## config.mk

```make
export PLATFORM = sky130hd
export DESIGN_NAME = sdram_byte_adapter_flat
export DESIGN_NICKNAME = d
export VERILOG_FILES = /design/src/rtl/sdram_byte_adapter_pkg.sv /design/src/rtl/sdram_byte_adapter_if.sv /design/src/rtl/sdram_byte_adapter_lane.sv /design/src/rtl/sdram_byte_adapter.sv /design/src/flat_wrapper.sv
export SDC_FILE = /design/constraint.sdc
export NUM_CORES = 1
export LEC_CHECK = 0
export CORE_UTILIZATION = 43
export CTS_CLUSTER_SIZE = 12
export DETAILED_ROUTE_END_ITERATION = 12
export PLACE_DENSITY = 0.8
export SLEW_MARGIN = 5
export SYNTH_ARGS = -nofsm -noshare
export SYNTH_HDL_FRONTEND = slang
export SYNTH_SLANG_ARGS = --single-unit
```

## constraint.sdc

```tcl
create_clock -name clk -period 1.9 [get_ports clk]
set_clock_uncertainty 0.1 [all_clocks]
set_input_delay 0.285 -clock clk [delete_from_list [all_inputs] [get_ports clk]]
set_output_delay 0.285 -clock clk [all_outputs]
set_load 0.05 [all_outputs]
```

## src/rtl/sdram_byte_adapter_pkg.sv

```systemverilog
// Shared SDRAM definitions: bus widths, adapter FSM states and the single-entry word cache.
// The HIT state only exists when SDRAM_BYTE_CACHE_EN is defined.
package sdram_byte_adapter_pkg;

  localparam int SDRAM_DATA_W = 16;
  // Tag storage is sized for the widest supported word address; narrower buses zero-extend.
  localparam int SDRAM_TAG_W  = 32;

  typedef enum logic [2:0] {
    IDLE,
`ifdef SDRAM_BYTE_CACHE_EN
    HIT,
`endif
    RD_WAIT,
    RMW_RD_WAIT,
    WR_WAIT
  } state_t;

  typedef struct packed {
    logic                    valid;
    logic [SDRAM_TAG_W-1:0]  tag;
    logic [SDRAM_DATA_W-1:0] data;
  } cache_entry_t;

endpackage

```

## src/rtl/sdram_byte_adapter_if.sv

```systemverilog
// One sdram_bus channel: registered request pulse out, busy/read data back.
interface sdram_byte_adapter_if #(
  parameter int ADDR_BITS = 24
) ();
  logic                 mem_req;
  logic                 mem_we;
  logic [ADDR_BITS-1:0] mem_address;
  logic [15:0]          mem_data_write;
  logic [15:0]          mem_data_read;
  logic                 mem_busy;

  modport master (
    output mem_req, mem_we, mem_address, mem_data_write,
    input  mem_data_read, mem_busy
  );

  modport slave (
    input  mem_req, mem_we, mem_address, mem_data_write,
    output mem_data_read, mem_busy
  );
endinterface

```

## src/rtl/sdram_byte_adapter_lane.sv

```systemverilog
// Combinational byte lane: merges a byte into a 16-bit word and selects one byte out of it.
module sdram_byte_lane (
  input  logic [15:0] word,
  input  logic        sel,
  input  logic [7:0]  byte_in,
  output logic [15:0] merged,
  output logic [7:0]  byte_out
);
  always_comb begin
    merged   = sel ? {byte_in, word[7:0]} : {word[15:8], byte_in};
    byte_out = sel ? word[15:8] : word[7:0];
  end
endmodule

```

## src/rtl/sdram_byte_adapter.sv

```systemverilog
// Byte-wide access adapter onto a 16-bit sdram_bus channel with a write-through one-word cache.
// Optional cache enabled by defining SDRAM_BYTE_CACHE_EN; without it every access goes to SDRAM.
module sdram_byte_adapter
  import sdram_byte_adapter_pkg::*;
#(
  parameter int ADDR_BITS = 24
) (
  input  logic                 clk,
  input  logic                 rst_n,
  input  logic                 req,
  input  logic                 we,
  input  logic [ADDR_BITS:0]   address,
  input  logic [7:0]           wdata,
  input  logic                 flush,
  output logic [7:0]           rdata,
  output logic                 busy,
  sdram_byte_adapter_if.master mem
);

  state_t               state;
  logic                 pending;
  logic                 launch;
  logic                 mem_done;
  logic                 sel_q;
  logic [7:0]           wdata_q;
  logic [ADDR_BITS-1:0] req_word;

  logic [15:0]          lane_word;
  logic                 lane_sel;
  logic [7:0]           lane_byte;
  logic [15:0]          merged;
  logic [7:0]           picked;

  assign req_word = address[ADDR_BITS:1];
  // A request can only be launched once any operation left over from before reset has drained.
  assign launch   = ~mem.mem_busy;
  assign mem_done = ~pending & ~mem.mem_req & ~mem.mem_busy;

`ifdef SDRAM_BYTE_CACHE_EN
  cache_entry_t         cache;
  logic                 hit;
  logic                 kill;
  logic [ADDR_BITS-1:0] word_q;

  assign hit = cache.valid & ~flush & (cache.tag == SDRAM_TAG_W'(req_word));
`else
  logic unused_flush;
  assign unused_flush = flush;
`endif

  // In IDLE the lane works on the cached word with live inputs; otherwise on returned SDRAM data.
  always_comb begin
    lane_word = mem.mem_data_read;
    lane_sel  = sel_q;
    lane_byte = wdata_q;
`ifdef SDRAM_BYTE_CACHE_EN
    if (state == IDLE) begin
      lane_word = cache.data;
      lane_sel  = address[0];
      lane_byte = wdata;
    end
`endif
  end

  sdram_byte_lane u_lane (
    .word     (lane_word),
    .sel      (lane_sel),
    .byte_in  (lane_byte),
    .merged   (merged),
    .byte_out (picked)
  );

  always_ff @(posedge clk) begin
    if (state == IDLE && req) begin
      sel_q   <= address[0];
      wdata_q <= wdata;
`ifdef SDRAM_BYTE_CACHE_EN
      word_q  <= req_word;
`endif
    end
  end

  always_ff @(posedge clk or negedge rst_n) begin
    if (!rst_n) begin
      state              <= IDLE;
      busy               <= 1'b0;
      pending            <= 1'b0;
      rdata              <= 8'h00;
      mem.mem_req        <= 1'b0;
      mem.mem_we         <= 1'b0;
      mem.mem_address    <= '0;
      mem.mem_data_write <= 16'h0000;
`ifdef SDRAM_BYTE_CACHE_EN
      kill               <= 1'b0;
`endif
    end else begin
      mem.mem_req <= 1'b0;
      case (state)
        IDLE: begin
          if (req) begin
            busy            <= 1'b1;
            mem.mem_address <= req_word;
`ifdef SDRAM_BYTE_CACHE_EN
            kill            <= 1'b0;
            if (hit && !we) begin
              state <= HIT;
              rdata <= picked;
            end else if (hit && we) begin
              state              <= WR_WAIT;
              mem.mem_we         <= 1'b1;
              mem.mem_data_write <= merged;
              mem.mem_req        <= launch;
              pending            <= ~launch;
            end else
`endif
            begin
              state       <= we ? RMW_RD_WAIT : RD_WAIT;
              mem.mem_we  <= 1'b0;
              mem.mem_req <= launch;
              pending     <= ~launch;
            end
          end
        end
`ifdef SDRAM_BYTE_CACHE_EN
        HIT: begin
          state <= IDLE;
          busy  <= 1'b0;
        end
`endif
        RD_WAIT, RMW_RD_WAIT, WR_WAIT: begin
`ifdef SDRAM_BYTE_CACHE_EN
          if (flush && state != WR_WAIT) kill <= 1'b1;
`endif
          if (pending) begin
            if (!mem.mem_busy) begin
              mem.mem_req <= 1'b1;
              pending     <= 1'b0;
            end
          end else if (mem_done) begin
            if (state == RD_WAIT) begin
              state <= IDLE;
              busy  <= 1'b0;
              rdata <= picked;
            end else if (state == RMW_RD_WAIT) begin
              state              <= WR_WAIT;
              mem.mem_we         <= 1'b1;
              mem.mem_data_write <= merged;
              mem.mem_req        <= 1'b1;
            end else begin
              state      <= IDLE;
              busy       <= 1'b0;
              mem.mem_we <= 1'b0;
            end
          end
        end
        default: state <= IDLE;
      endcase
    end
  end

`ifdef SDRAM_BYTE_CACHE_EN
  // Fills are dropped if a flush arrived at any point while the read was outstanding.
  always_ff @(posedge clk or negedge rst_n) begin
    if (!rst_n) begin
      cache <= '0;
    end else if (state == IDLE && req && hit && we) begin
      cache.data <= merged;
    end else if ((state == RD_WAIT || state == RMW_RD_WAIT) && mem_done) begin
      cache.valid <= ~(kill | flush);
      cache.tag   <= SDRAM_TAG_W'(word_q);
      cache.data  <= (state == RD_WAIT) ? mem.mem_data_read : merged;
    end else if (flush) begin
      cache.valid <= 1'b0;
    end
  end
`endif

endmodule
```

## src/flat_wrapper.sv

```systemverilog
// flat-port wrapper written by rule: the top's interface ports become plain ports
module sdram_byte_adapter_flat import sdram_byte_adapter_pkg::*;
#(
  parameter int ADDR_BITS = 24
)
  (clk, rst_n, req, we, address, wdata, flush, rdata, busy, mem_mem_req, mem_mem_we, mem_mem_address, mem_mem_data_write, mem_mem_data_read, mem_mem_busy);
  sdram_byte_adapter_if #(.ADDR_BITS(ADDR_BITS)) mem_i ();
  input  logic clk;
  input  logic rst_n;
  input  logic req;
  input  logic we;
  input  logic [ADDR_BITS:0] address;
  input  logic [7:0] wdata;
  input  logic flush;
  output logic [7:0] rdata;
  output logic busy;
  output wire logic [$bits(mem_i.mem_req)-1:0] mem_mem_req;
  output wire logic [$bits(mem_i.mem_we)-1:0] mem_mem_we;
  output wire logic [$bits(mem_i.mem_address)-1:0] mem_mem_address;
  output wire logic [$bits(mem_i.mem_data_write)-1:0] mem_mem_data_write;
  input wire logic [$bits(mem_i.mem_data_read)-1:0] mem_mem_data_read;
  input wire logic [$bits(mem_i.mem_busy)-1:0] mem_mem_busy;
  assign mem_mem_req = mem_i.mem_req;
  assign mem_mem_we = mem_i.mem_we;
  assign mem_mem_address = mem_i.mem_address;
  assign mem_mem_data_write = mem_i.mem_data_write;
  assign mem_i.mem_data_read = mem_mem_data_read;
  assign mem_i.mem_busy = mem_mem_busy;
  sdram_byte_adapter #(.ADDR_BITS(ADDR_BITS)) u_core (.clk(clk), .rst_n(rst_n), .req(req), .we(we), .address(address), .wdata(wdata), .flush(flush), .rdata(rdata), .busy(busy), .mem(mem_i));
endmodule
```

==> results of run 1 <==
sequential cells by signal, indices dropped and copies added (netlist names):
signal,count
u_core.lane_byte,8
u_core.state,2
u_core.mem.mem_we,1
u_core.mem.mem_data_write,16
u_core.mem.mem_address,24
u_core.mem.mem_req,1
u_core.pending,1
u_core.busy,1
u_core.rdata,8
u_core.lane_sel,1
worst register-to-register path, stage by stage (launching register included):
cell and delay [ns]:
dfrtp_2 0.44, or4b_4 0.57, nor2_8 0.19, mux2_2 0.36
stage by stage:
step / cells / hold WS [ns] / setup TNS (ns)
after floorplan: 167 / -0.111 / 0
after global placement: 350 / 0.166 / -0.824
after detailed placement: 350 / 0.156 / -0.929
after CTS: 367 / 0.331 / 0
after global routing: 367 / 0.389 / 0
final: 367 / 0.337 / 0
final cells by class:
cell class | instances | share of cell area
Sequential cell | 63 | 0.397
Timing Repair Buffer | 117 | 0.293
Multi-Input combinational cell | 93 | 0.238
Clock buffer | 11 | 0.0345
Tap cell | 75 | 0.0229
Clock inverter | 5 | 0.0116
Inverter | 3 | 0.00275
worst max-delay path by stage:
stage / depth (start not counted) / slack (ns) / startpoint / endpoint
after floorplan: 3 / 0.07 / u_core.mem.mem_req / u_core.rdata[0]
after global placement: 4 / -0.10 / mem_mem_busy / u_core.rdata[5]
after detailed placement: 4 / -0.13 / mem_mem_busy / u_core.rdata[7]
after CTS: 1 / 0.004 / u_core.mem.mem_address[10] / mem_mem_address[10]
after global routing: 1 / 0.005 / u_core.mem.mem_data_write[13] / mem_mem_data_write[13]
final: 1 / 0.05 / u_core.mem.mem_data_write[0] / mem_mem_data_write[0]
kinds of logic (layout without fill, tap and decap cells):
family          after synthesis  after routing  synth area share
compound gates                7              7            0.0170
mux                          73             73             0.310
buf+inv                      11            136            0.0208
simple gates                 13             13            0.0397
flops                        63             63             0.612
cells in the mapped netlist (all sizes together):
library cell / number / share of area
a21oi: 3 / 0.0057
buf: 7 / 0.015
clkbuf: 1 / 0.0014
dfrtp: 54 / 0.51
edfxtp: 9 / 0.10
inv: 3 / 0.0043
mux2: 72 / 0.31
mux2i: 1 / 0.0038
nand2: 1 / 0.0014
nand2b: 1 / 0.0024
nand3: 1 / 0.0038
nor2: 3 / 0.010
nor3: 5 / 0.014
nor3b: 1 / 0.0028
o21a: 1 / 0.0028
o221ai: 1 / 0.0033
o22ai: 1 / 0.0024
o31ai: 1 / 0.0028
or4b: 1 / 0.0052
layer usage:
layer / GRT usage / up-vias / routed length [um]
li1: - / 843 / -
met1: 0.237 / 880 / 2500
met2: 0.293 / 77 / 2640
met3: 0.0489 / 9 / 415
met4: 0.0964 / 0 / 88
met5: 0 / - / 0
placed cells by master (no fill, tap or decap):
master,synthesis,routed
buf_12,0,3
dfrtp_2,0,1
dlymetal6s2s_1,0,26
nor3b_2,0,1
a21oi_1,3,3
o221ai_1,1,1
o31ai_1,1,1
dlygate4sd3_1,0,1
o21a_1,1,1
buf_2,5,1
dlygate4sd2_1,0,7
nor2_1,2,2
nor3_1,4,4
mux2_2,72,72
clkinv_2,0,2
inv_1,3,3
buf_4,2,21
nor2_8,1,1
o22ai_1,1,1
or4b_4,1,1
clkdlybuf4s50_1,0,58
bufinv_16,0,1
clkinv_1,0,2
mux2i_1,1,1
edfxtp_1,9,9
nand2_1,1,1
nand2b_1,1,1
dfrtp_1,54,53
nor3_4,1,1
clkbuf_1,1,1
clkbuf_8,0,10
nand3_2,1,1
where the power goes:
group          total [mW]  internal [mW]  switching, mW
clock network        1.11          0.629          0.481
logic                4.27           1.59           2.67
registers            2.29           1.98          0.309
timing repair:
item	CTS	global route
endpoints found under the setup margin	7	26
resized for setup	7	26
hold endpoints to repair	18	0
hold buffers	1	0
==> results.txt, run 1 <==
- Counting along the longest clock path gives a buffer depth of 2.
* Ordered list of cells on the worst path: clkdlybuf4s50_1
- Maximum number of pins on one net before global-route repair: 37
* Top fanout value on the critical path: 2
* Pins over their slew limit: 0
- The detail route stage leaves a number of antenna-violating nets equal to 0.
* Detailed placement HPWL: ~4.0 mm
* Total wire length after detailed routing: 5.65 mm
- Run status: complete, no violations
- STA puts the critical path data required time at between 1.5 and 2 ns.
* Placement Rows: 28
- Remaining max-slew budget at the tightest pin: 0.648
* Core area: about 0.0059 sq mm
* Biggest cell delay along the critical path: ~0.80 ns
- Yosys printed 0 warnings.
- The worst register-to-register path ends at u_core.rdata[7].
- For this design the top-level I/O count stands at 106.
- With fillers left out, the area of the finished cells amounts to between 0.004 and 0.005 sq mm.
- Of the synthesized area, sequential elements account for 0.612.
* Port buffer count: about 100
* Worst path buffer plus inverter count: 1
- The path class of the tightest hold or removal check is in -> async.
- Area overhead of the layout relative to synthesis: 54.6%
* Number of setup violations in the final report: 0
- Initial DRT Pass Iterations: 2
- TritonCTS clock tree: built
* Kind of cell adding the most delay to the critical path: buffers and inverters
* Start of the worst register-to-register path: u_core.mem.mem_req
- The floorplan step set the die width to 80.5 um.
- Summing over every cut layer, the via total after detailed routing is between 1500 and 2000.
- Static timing analysis puts the maximum clock frequency at about 0.54 GHz.
- Registers take 0.00162 sq mm.
* Die Height: 80.5 um
* Number of violations of the max-capacitance limit: 0
- In the final layout, the share of cells above drive strength 1 is 0.397.
- For this run, the total global-route usage over all layers was measured as 0.187.
- OpenSTA, run right after detailed placement, puts the worst setup slack at -0.126 ns.
- Transition at the pin with the smallest max-transition slack: 0.531 ns
* Filler cell count: between 400 and 500
- On the critical path, the stage with the largest delay is an instance of clkdlybuf4s50_1.
- Deepest level of the CTS H-tree: 3
- DIE AREA: approximately 0.0065 sq mm
- Detailed router's first-iteration violation count: 69
- In this run, CTS created clock tree buffers numbering 9.
* Total power: between 7 and 8 mW
- CP Data Arrival Time: roughly 1.5 ns
* Flop and latch count out of synthesis: 63
- STA classifies the critical path endpoint as an output pin.
* Detailed-route vias per instance: around 5
* Total placed instance area: 0.00384 sq mm
- Summing all multi-input logic gate instances after layout gives 976 sq um.
- Clock root buffer: clkbuf_8
* Kind of critical path: reg -> out
- Number of remaining DRC errors: 0
- STA classifies the critical path startpoint as a flop.
- Number of distinct library cell variants in the gate-level netlist after synthesis: 22
- Final hold vios: 0
- Number of global-route vias before repair: 1856
* Initial standard-cell utilization of the core: 0.447
- Worst reg-to-reg path cell count: 3
- In the synthesized netlist, the number of instances is roughly 170.
* R2r setup slk: 0.11 ns
* Antenna fix cells: 0
* Worst-Skew Late Latency: ~0.33 ns
* Unrepaired setup endpoints after global routing: no
* Post-route fraction of the period consumed by the critical path: 0.976
- CTS saw 63 sinks.
- When the netlist entered floorplanning its net count stood at ~220.
- VDD sags by at most between 1000 and 1500 uV.
- Post-synthesis area per instance: 15.9 sq um
* Weighted congestion at the end of routability-driven global placement: a little over 0.8
- Leakage power total: 1.96 nW
- Nets@finish: around 340
- Final min period: approximately 1.9 ns
- Number of antenna violations at the first check in global routing: 0
* Pwr/cell area: about 1900 mW/mm^2
- Once routing completed, OpenROAD measured the worst setup slack at around 0.045 ns.
- Total standard cell area after synthesis: roughly 0.0026 sq mm
* Global-route wire length before repair: 8.78 mm
- Share of the core filled with cells in the final layout: 0.691
- In the final routed layout, each cell accounts on average for 15.4 um.
- Post-CTS timing repair inserted 0 buffers for setup.
- Clock-pin transition on the worst setup and hold timing paths: approximately 0.070 ns
* Total congestion overflow: 0
(Power assumes the default switching activity.)
==> inputs of run 2 (changes only) <==
- ABC_AREA: unset -> 1
- CORE_UTILIZATION: 43 -> 44
==> run 2 against run 1 <==
  * Sequential power about the same
  * Sequential share of layout area up 1.0 points
  * Via count rose by 29%
  * Critical path type unchanged
==> results.txt, run 2 <==
* Total wire length after detailed routing: between 6 and 7 mm
- Number of buffers created by CTS: 9
- CP Data Arrival Time: roughly 1.5 ns
- Number of setup violations in the final report: 0
- The floorplan step set the die width to slightly above 80 um.
* Number of nets produced by synthesis: between 300 and 400
- For this run, the top clock speed supported by timing is roughly 0.54 GHz.
- After detailed routing, the number of vias per cell comes to approximately 4.6.
- For this design the ratio of total power to cell area is about 1800 mW/mm^2.
- 0 antenna diodes ended up in the layout.
- The die is about 80 um tall.
- Largest registers: u_core.mem.mem_address x24, u_core.mem.mem_data_write x16
- Of the total power, the share spent switching nets is 0.493.
- Across all layers, the routed design uses about 2300 vias.
- Portion of the post-synthesis area used by sequential elements: 0.592
- The longest clock path from root to sink contains 2 buffers.
* Most common cell in the synthesized netlist: nand2_1
- Clock group share of total power: 0.150
- Of the total power, combinational logic draws 0.534.
- Hold path depth: 3
* Number of distinct library cell variants in the gate-level netlist after synthesis: 21
- At the end of routability-driven placement, the weighted congestion stood at approximately 0.8.
- Fraction of registers with async set/reset: 0.857
- Across the VDD grid, the largest voltage drop is about 970 uV.
- For the finished layout, the period the worst path requires is approximately 1.9 ns.
- After clock tree synthesis, the clock-pin slew on the worst setup and hold paths is about 0.070 ns.
- Dividing the synthesized area by the synthesized cell count gives roughly 8.7 sq um.
* Number of global-route vias before repair: about 2300
- Worst Setup Start Kind: flop
- Placement Rows: 28
- For this run, design rule violations remaining after detail routing come to 0.
- Excluding fillers, the count of instances in the completed layout stands at slightly above 500.
- ~110 I/O pins were placed.
- The library cell used most frequently in the layout, excluding fill and tap cells, is nand2_1.
- For this run the aggregate overflow at the end of global routing stands at 0.
* Flop and latch count out of synthesis: 63
* Post-CTS Setup Repair Bufs: 0
- Number of warnings printed during yosys synthesis: 0
- Entering global routing, the biggest net connects 55 pins.
- The number of cells on the worst reg-to-reg path is 6.
- TritonCTS built the clock tree.
- The core region is slightly below 0.006 sq mm.
- Flop pwr share: 0.316
* Initial DRT Pass Iterations: 4
- For the worst setup path, the data required time is between 1.5 and 2 ns.
- Of all nets on the critical path, the largest fanout is 2.
* Internal power: about 3.7 mW
- Leading area contributor after synthesis: dfrtp_1
- Across the whole layout, storage elements account for 0.00162 sq mm.
- Multi-input gate area in the final layout: 917 sq um
* Port buffer count: roughly 100
- Sorting the synthesized cells by area gives the leading types as dfrtp_1 49%, nand2_1 20%, edfxtp_1 9.9%.
- The register with the most flip-flops in the layout has 24 of them.
- In this run the most critical hold path is launched from address[20].
* Count of antenna-violating nets left after detailed routing: 0
- Leading cell types by count after synthesis: 147 x nand2_1, 54 x dfrtp_1, 29 x o21ai_0
- Walking the worst path, the cells encountered are clkdlybuf4s50_1.
- The number of pins with negative max-slew slack in the final report was 0.
- Of the post-synthesis cell area, the dominant cell type holds 0.493.
* Worst-Skew Late Latency: 0.34 ns
- Kind of end point of the critical path: output pin
- The analysis attributes to net switching a power of 3.60 mW.
- Across the run, the number of max-cap violations was 0.
* Global-route wire length before repair: 10.2 mm
* Filler cell count: around 500
* Most used cells in the layout excluding fill and tap cells: 147 x nand2_1, 54 x dfrtp_1, 53 x clkdlybuf4s50_1
* Area overhead of the layout relative to synthesis: 45.5%
- In this design, the largest share of critical-path delay is due to buffers and inverters.
* Kind of critical path: reg -> out
- The number of antenna violations at the first check in global routing is 0.
- Transition at the pin with the smallest max-transition slack: roughly 0.52 ns
* Worst Hold Class: in -> reg
* Worst path buffer plus inverter count: 1
- The initial utilization of the core area, before any placement, comes to 0.460.
- In the final routed layout, each cell accounts on average for roughly 12 um.
* Post-synth EDFFs: 9
- Post-route fraction of the period consumed by the critical path: 0.976
- After detailed placement, the design holds a cell count of between 400 and 500.
- In this run the cell area of the synthesized design comes to ~0.0027 sq mm.
- R2r setup slk: around 0.42 ns
* Detailed router's first-iteration violation count: 144
* DIE AREA: between 0.006 and 0.007 sq mm
- Sinks on the clock net: 63
- For this run, the share of the core covered by cells in the final layout is 0.670.
- Clock root buffer: clkbuf_8
- Across every metal layer, demand over resource in global routing totals 0.211.
- Start of the worst register-to-register path: u_core.state[1]
* Remaining max-slew budget at the tightest pin: 0.655
* Synthesized instance count: 315
* Share of cells above drive strength 1: 0.152
* Deepest level of the CTS H-tree: 3
* Library cell contributing the largest single delay on the critical path: clkdlybuf4s50_1
- Setup repair after global routing left no endpoint under its margin.
- Run status: complete, no violations
* Total power: ~7.3 mW
* Post-Route Setup TNS: 0 ns
* Leakage power total: about 2.2 nW
* Min-Delay Endpoint: u_core.mem.mem_address[19]
- The final layout contains 479 nets.
- Biggest register: u_core.mem.mem_address
* Synth Flop Type: dfrtp_1
- Final hold vios: 0
- Detailed placement HPWL: 4.47 mm
* End of the worst register-to-register path: u_core.mem.mem_address[6]
- Biggest cell delay along the critical path: 0.80 ns
## run 2: cell count changes in the layout (fill, tap and decap cells not counted), moves of 7 or more
cell,delta
nand2_2,+9
mux2_2,-72
nand2_1,+146
buf_4,+7
inv_1,+20
o21ai_0,+29
dlymetal6s2s_1,-10
## run 2: power groups by stage
stage          sequential [mW]  combinational, mW  clock (mW)
2_1_floorplan             4.02               1.05           0
3_3_place_gp              2.32               3.97           0
3_5_place_dp              2.34               4.03           0
4_1_cts                   2.32               3.96        1.12
5_1_grt                   2.38               4.19        1.19
6_report                  2.31               3.91        1.10
## run 2: final cells by class
type	instances	area share
flip-flops and latches	63	0.407
repair buffers	111	0.269
multi-input cells	212	0.230
clock buffers	11	0.0329
inverters	27	0.0260
well taps	75	0.0235
clock inverters	5	0.0122
## run 2: through the flow
stage	hold WS, ns	cell area [sq um]	setup slack (ns)
CTS	0.361	3950	0.00148
global route	0.369	3990	0.00555
detailed placement	0.203	3770	0.189
floorplan	-0.111	2740	0.445
finish	0.374	3990	0.0452
global placement	0.204	3770	0.229
## run 2: worst max-delay path by stage
stage	from	to	slack (ns)	cells after the start
floorplan	u_core.mem.mem_req	u_core.rdata[5]	0.44	6
global placement	mem_mem_busy	u_core.rdata[4]	0.23	6
detailed placement	mem_mem_busy	u_core.rdata[4]	0.19	6
CTS	u_core.mem.mem_address[10]	mem_mem_address[10]	0.001	1
global route	u_core.mem.mem_data_write[1]	mem_mem_data_write[1]	0.006	1
finish	u_core.mem.mem_data_write[1]	mem_mem_data_write[1]	0.05	1
## run 2: timing repair
| item | 4_1_cts | 5_1_grt |
|---|---|---|
| hold buffers | 1 | 0 |
| gates resized for setup | 11 | 16 |
| setup endpoints to repair | 11 | 16 |
| hold endpoints to repair | 54 | 0 |
## run 2: layer usage
metal,routed length [um],track usage,up-vias
met1,2650,0.256,1069
met4,204,0.136,0
met2,3160,0.341,58
met5,0,0,-
li1,-,-,1191
met3,232,0.0427,16
## run 2: worst register-to-register path: stages (launching register included)
cell and delay (ns):
dfrtp_1 0.46, nor2_2 0.22, nand2_4 0.08, inv_4 0.26, buf_4 0.20, nand2_1 0.05
nand2_1 0.05
## run 2: logic make-up (layout without fill, tap and decap cells)
group                  Yosys count  in the layout  share of synthesized area
DFF                             63             63                      0.592
and+or+nand+nor                173            173                      0.260
buffers and inverters           40            154                     0.0739
AOI/OAI and AO/OA               39             39                     0.0744
==> inputs of run 3 (changes only) <==
--- a/config.mk
+++ b/config.mk
@@ -8,6 +8,7 @@
 export ABC_AREA = 1
-export CORE_UTILIZATION = 44
+export CORE_UTILIZATION = 47
 export CTS_CLUSTER_SIZE = 12
 export DETAILED_ROUTE_END_ITERATION = 12
-export PLACE_DENSITY = 0.8
+export HOLD_SLACK_MARGIN = 0.06
+export PLACE_DENSITY = 0.85
 export SLEW_MARGIN = 5
==> constraint.sdc (replaced) <==
create_clock -name clk -period 2.3 [get_ports clk]
set_clock_uncertainty 0.1 [all_clocks]
set_input_delay 0.345 -clock clk [delete_from_list [all_inputs] [get_ports clk]]
set_output_delay 0.345 -clock clk [all_outputs]
set_load 0.1 [all_outputs]
==> run 3 against run 2 <==
  * Critical endpoint is now u_core.lane_byte[4]
  * First-iteration DRC count is 46% lower
  * Via count decreased by 0.73%
  * Wire length rose by 1.7%
==> results.txt, run 3 (synthesis gave the netlist of run 2 again) <==
- Once detail routing completed, the nets flagged for antenna violations numbered 0.
- The first routing iteration left roughly 80 violations.
- Area overhead of the layout relative to synthesis: 42.0%
- Global-route wire length before repair: roughly 11 mm
- Setup total negative slack on the finished layout was measured at 0 ns.
- The initial utilization of the core area, before any placement, comes to 0.492.
* Library cell contributing the largest single delay on the critical path: dfrtp_1
* Pins over their slew limit: 0
* Final min period: 1.73 ns
* Slack of the critical path: roughly 0.57 ns
- Deepest level of the CTS H-tree: 3
* Maximum buffer depth of the clock tree: 2
* Transition at the pin with the smallest max-transition slack: between 0.5 and 0.6 ns
- Row generation in the floorplan step produced 27 rows.
* Number of global-route vias before repair: around 2400
* DIE AREA: slightly above 0.006 sq mm
- Traced cell by cell, the critical path runs through nor2_2 -> nand2_4 -> inv_4.
- Largest registers: u_core.mem.mem_address x24, u_core.mem.mem_data_write x16
- Sinks on the clock net: 63
- Post-placement cell count: just under 500
- Kind of critical path: reg -> reg
- The first detailed-routing pass took 4 iterations.
* Weighted congestion at the end of routability-driven global placement: just over 0.8
* Post-route fraction of the period consumed by the critical path: 0.751
* Number of cells in the finished layout apart from fillers: approximately 500
- Antenna fix cells: 0
* Num ports: 106
- Worst Setup Slack post-DPL: about 0.39 ns
- At the worst endpoint, the arrival time is between 1.5 and 2 ns.
* Quantity of hold-fixing buffers added after cts: 1
- Core area: about 0.0056 sq mm
- Number of antenna violations at the first check in global routing: 0
- Die Height: slightly below 80 um
- Of the cells placed in the final design, the portion with a size suffix greater than 1 is 0.213.
- For this run, design rule violations remaining after detail routing come to 0.
- Data on the critical path is required at its endpoint by between 2 and 2.5 ns.
- At the end of the flow, the number of nets in the layout was approximately 480.
* Total wire length after detailed routing: 6.35 mm
* Flip-flop count of the largest register after layout: 24
* Port buffer count: 104
* Worst-Skew Late Latency: approximately 0.32 ns
- Most used cells in the layout excluding fill and tap cells: 147 x nand2_1, 54 x buf_4, 54 x dfrtp_1
- TritonCTS clock tree: built
- Number of buffers created by CTS: 9
- The path class of the tightest hold or removal check is reg -> reg.
* Post-CTS Setup Repair Bufs: 0
* Detailed-route vias per instance: between 4 and 5
- Kind of end point of the critical path: flop
- Horiz. Die Dim: 78.4 um
- The largest single stage delay on the critical path is around 0.47 ns.
- Entering global routing, the biggest net connects between 40 and 50 pins.
- Clock root buffer: clkbuf_8
- Final routed wire length divided by cell count: 12.7 um
* Total track usage: 0.228
- The HPWL after detailed placement is ~4.5 mm.
* Final hold vios: 0
- Clock-pin transition on the worst setup and hold timing paths: around 0.060 ns
- Run status: complete, no violations
- Summed over all layers, the global routing overflow is 0.
- Setup violations remaining at the end of the flow were counted as 0.
- Setup repair after global routing left no endpoint under its margin.
- Counting flops per register, the top entry is u_core.mem.mem_address.
- Final hold slack: 0.380 ns
- Of all nets on the critical path, the largest fanout is 35.
- PostCTS Resize Cnt: 0
- Number of violations of the max-capacitance limit: 0
- Max Clk Rate: 0.579 GHz
- Worst Setup Start Kind: flop
- The library cell used most frequently in the layout, excluding fill and tap cells, is nand2_1.
- Across all layers, the routed design uses roughly 2300 vias.
- The worst pin sits at a relative slew slack of 0.643.
==> run 3: path summary, 6_finish.rpt <==
check / startpoint / end / depth (start not counted) / slack, ns
max: u_core.state[1] / u_core.lane_byte[4] / 3 / 0.57
min: u_core.mem.mem_we / u_core.mem.mem_we / 2 / 0.38
max reg2reg: u_core.state[1] / u_core.lane_byte[4] / 3 / 0.57
min reg2reg: u_core.mem.mem_we / u_core.mem.mem_we / 2 / 0.38
max in group asynchronous: rst_n / u_core.mem.mem_address[23] / 3 / 1.10
min in group asynchronous: rst_n / u_core.rdata[7] / 2 / 0.45
==> run 3: area by class of cell <==
class                           count  area (sq um)
Fill cell                         453          1680
Sequential cell                    63          1620
Timing Repair Buffer              109           961
Multi-Input combinational cell    212           917
Clock buffer                       13           160
Inverter                           27           104
Tap cell                           72          90.1
Clock inverter                      3          40.0
==> run 3: per-stage QoR <==
step           cell area [sq um]  utilization
6_report                    3890        0.699
5_1_grt                     3890        0.699
4_1_cts                     3890        0.699
3_5_place_dp                3680        0.661
3_3_place_gp                3680        0.661
2_1_floorplan               2740            -
==> run 3: metal layers <==
layer  vias up  global-route usage  part of all wire
met5         -                   0                 0
met4         0               0.107             0.014
met3         9              0.0360             0.033
met2        55               0.394              0.53
met1      1072               0.279              0.43
li1       1181                   -                 -
==> run 3: worst max-delay path, delay by kind of cell, from the launching register on <==
kind	cells	cell delay, ns
flops	1	0.47
simple gates	2	0.44
buf+inv	1	0.37
Power of run 3 is left out: the tool's default activity adds up to more than one toggle a clock period on the data nets, which glitch-free logic cannot reach.
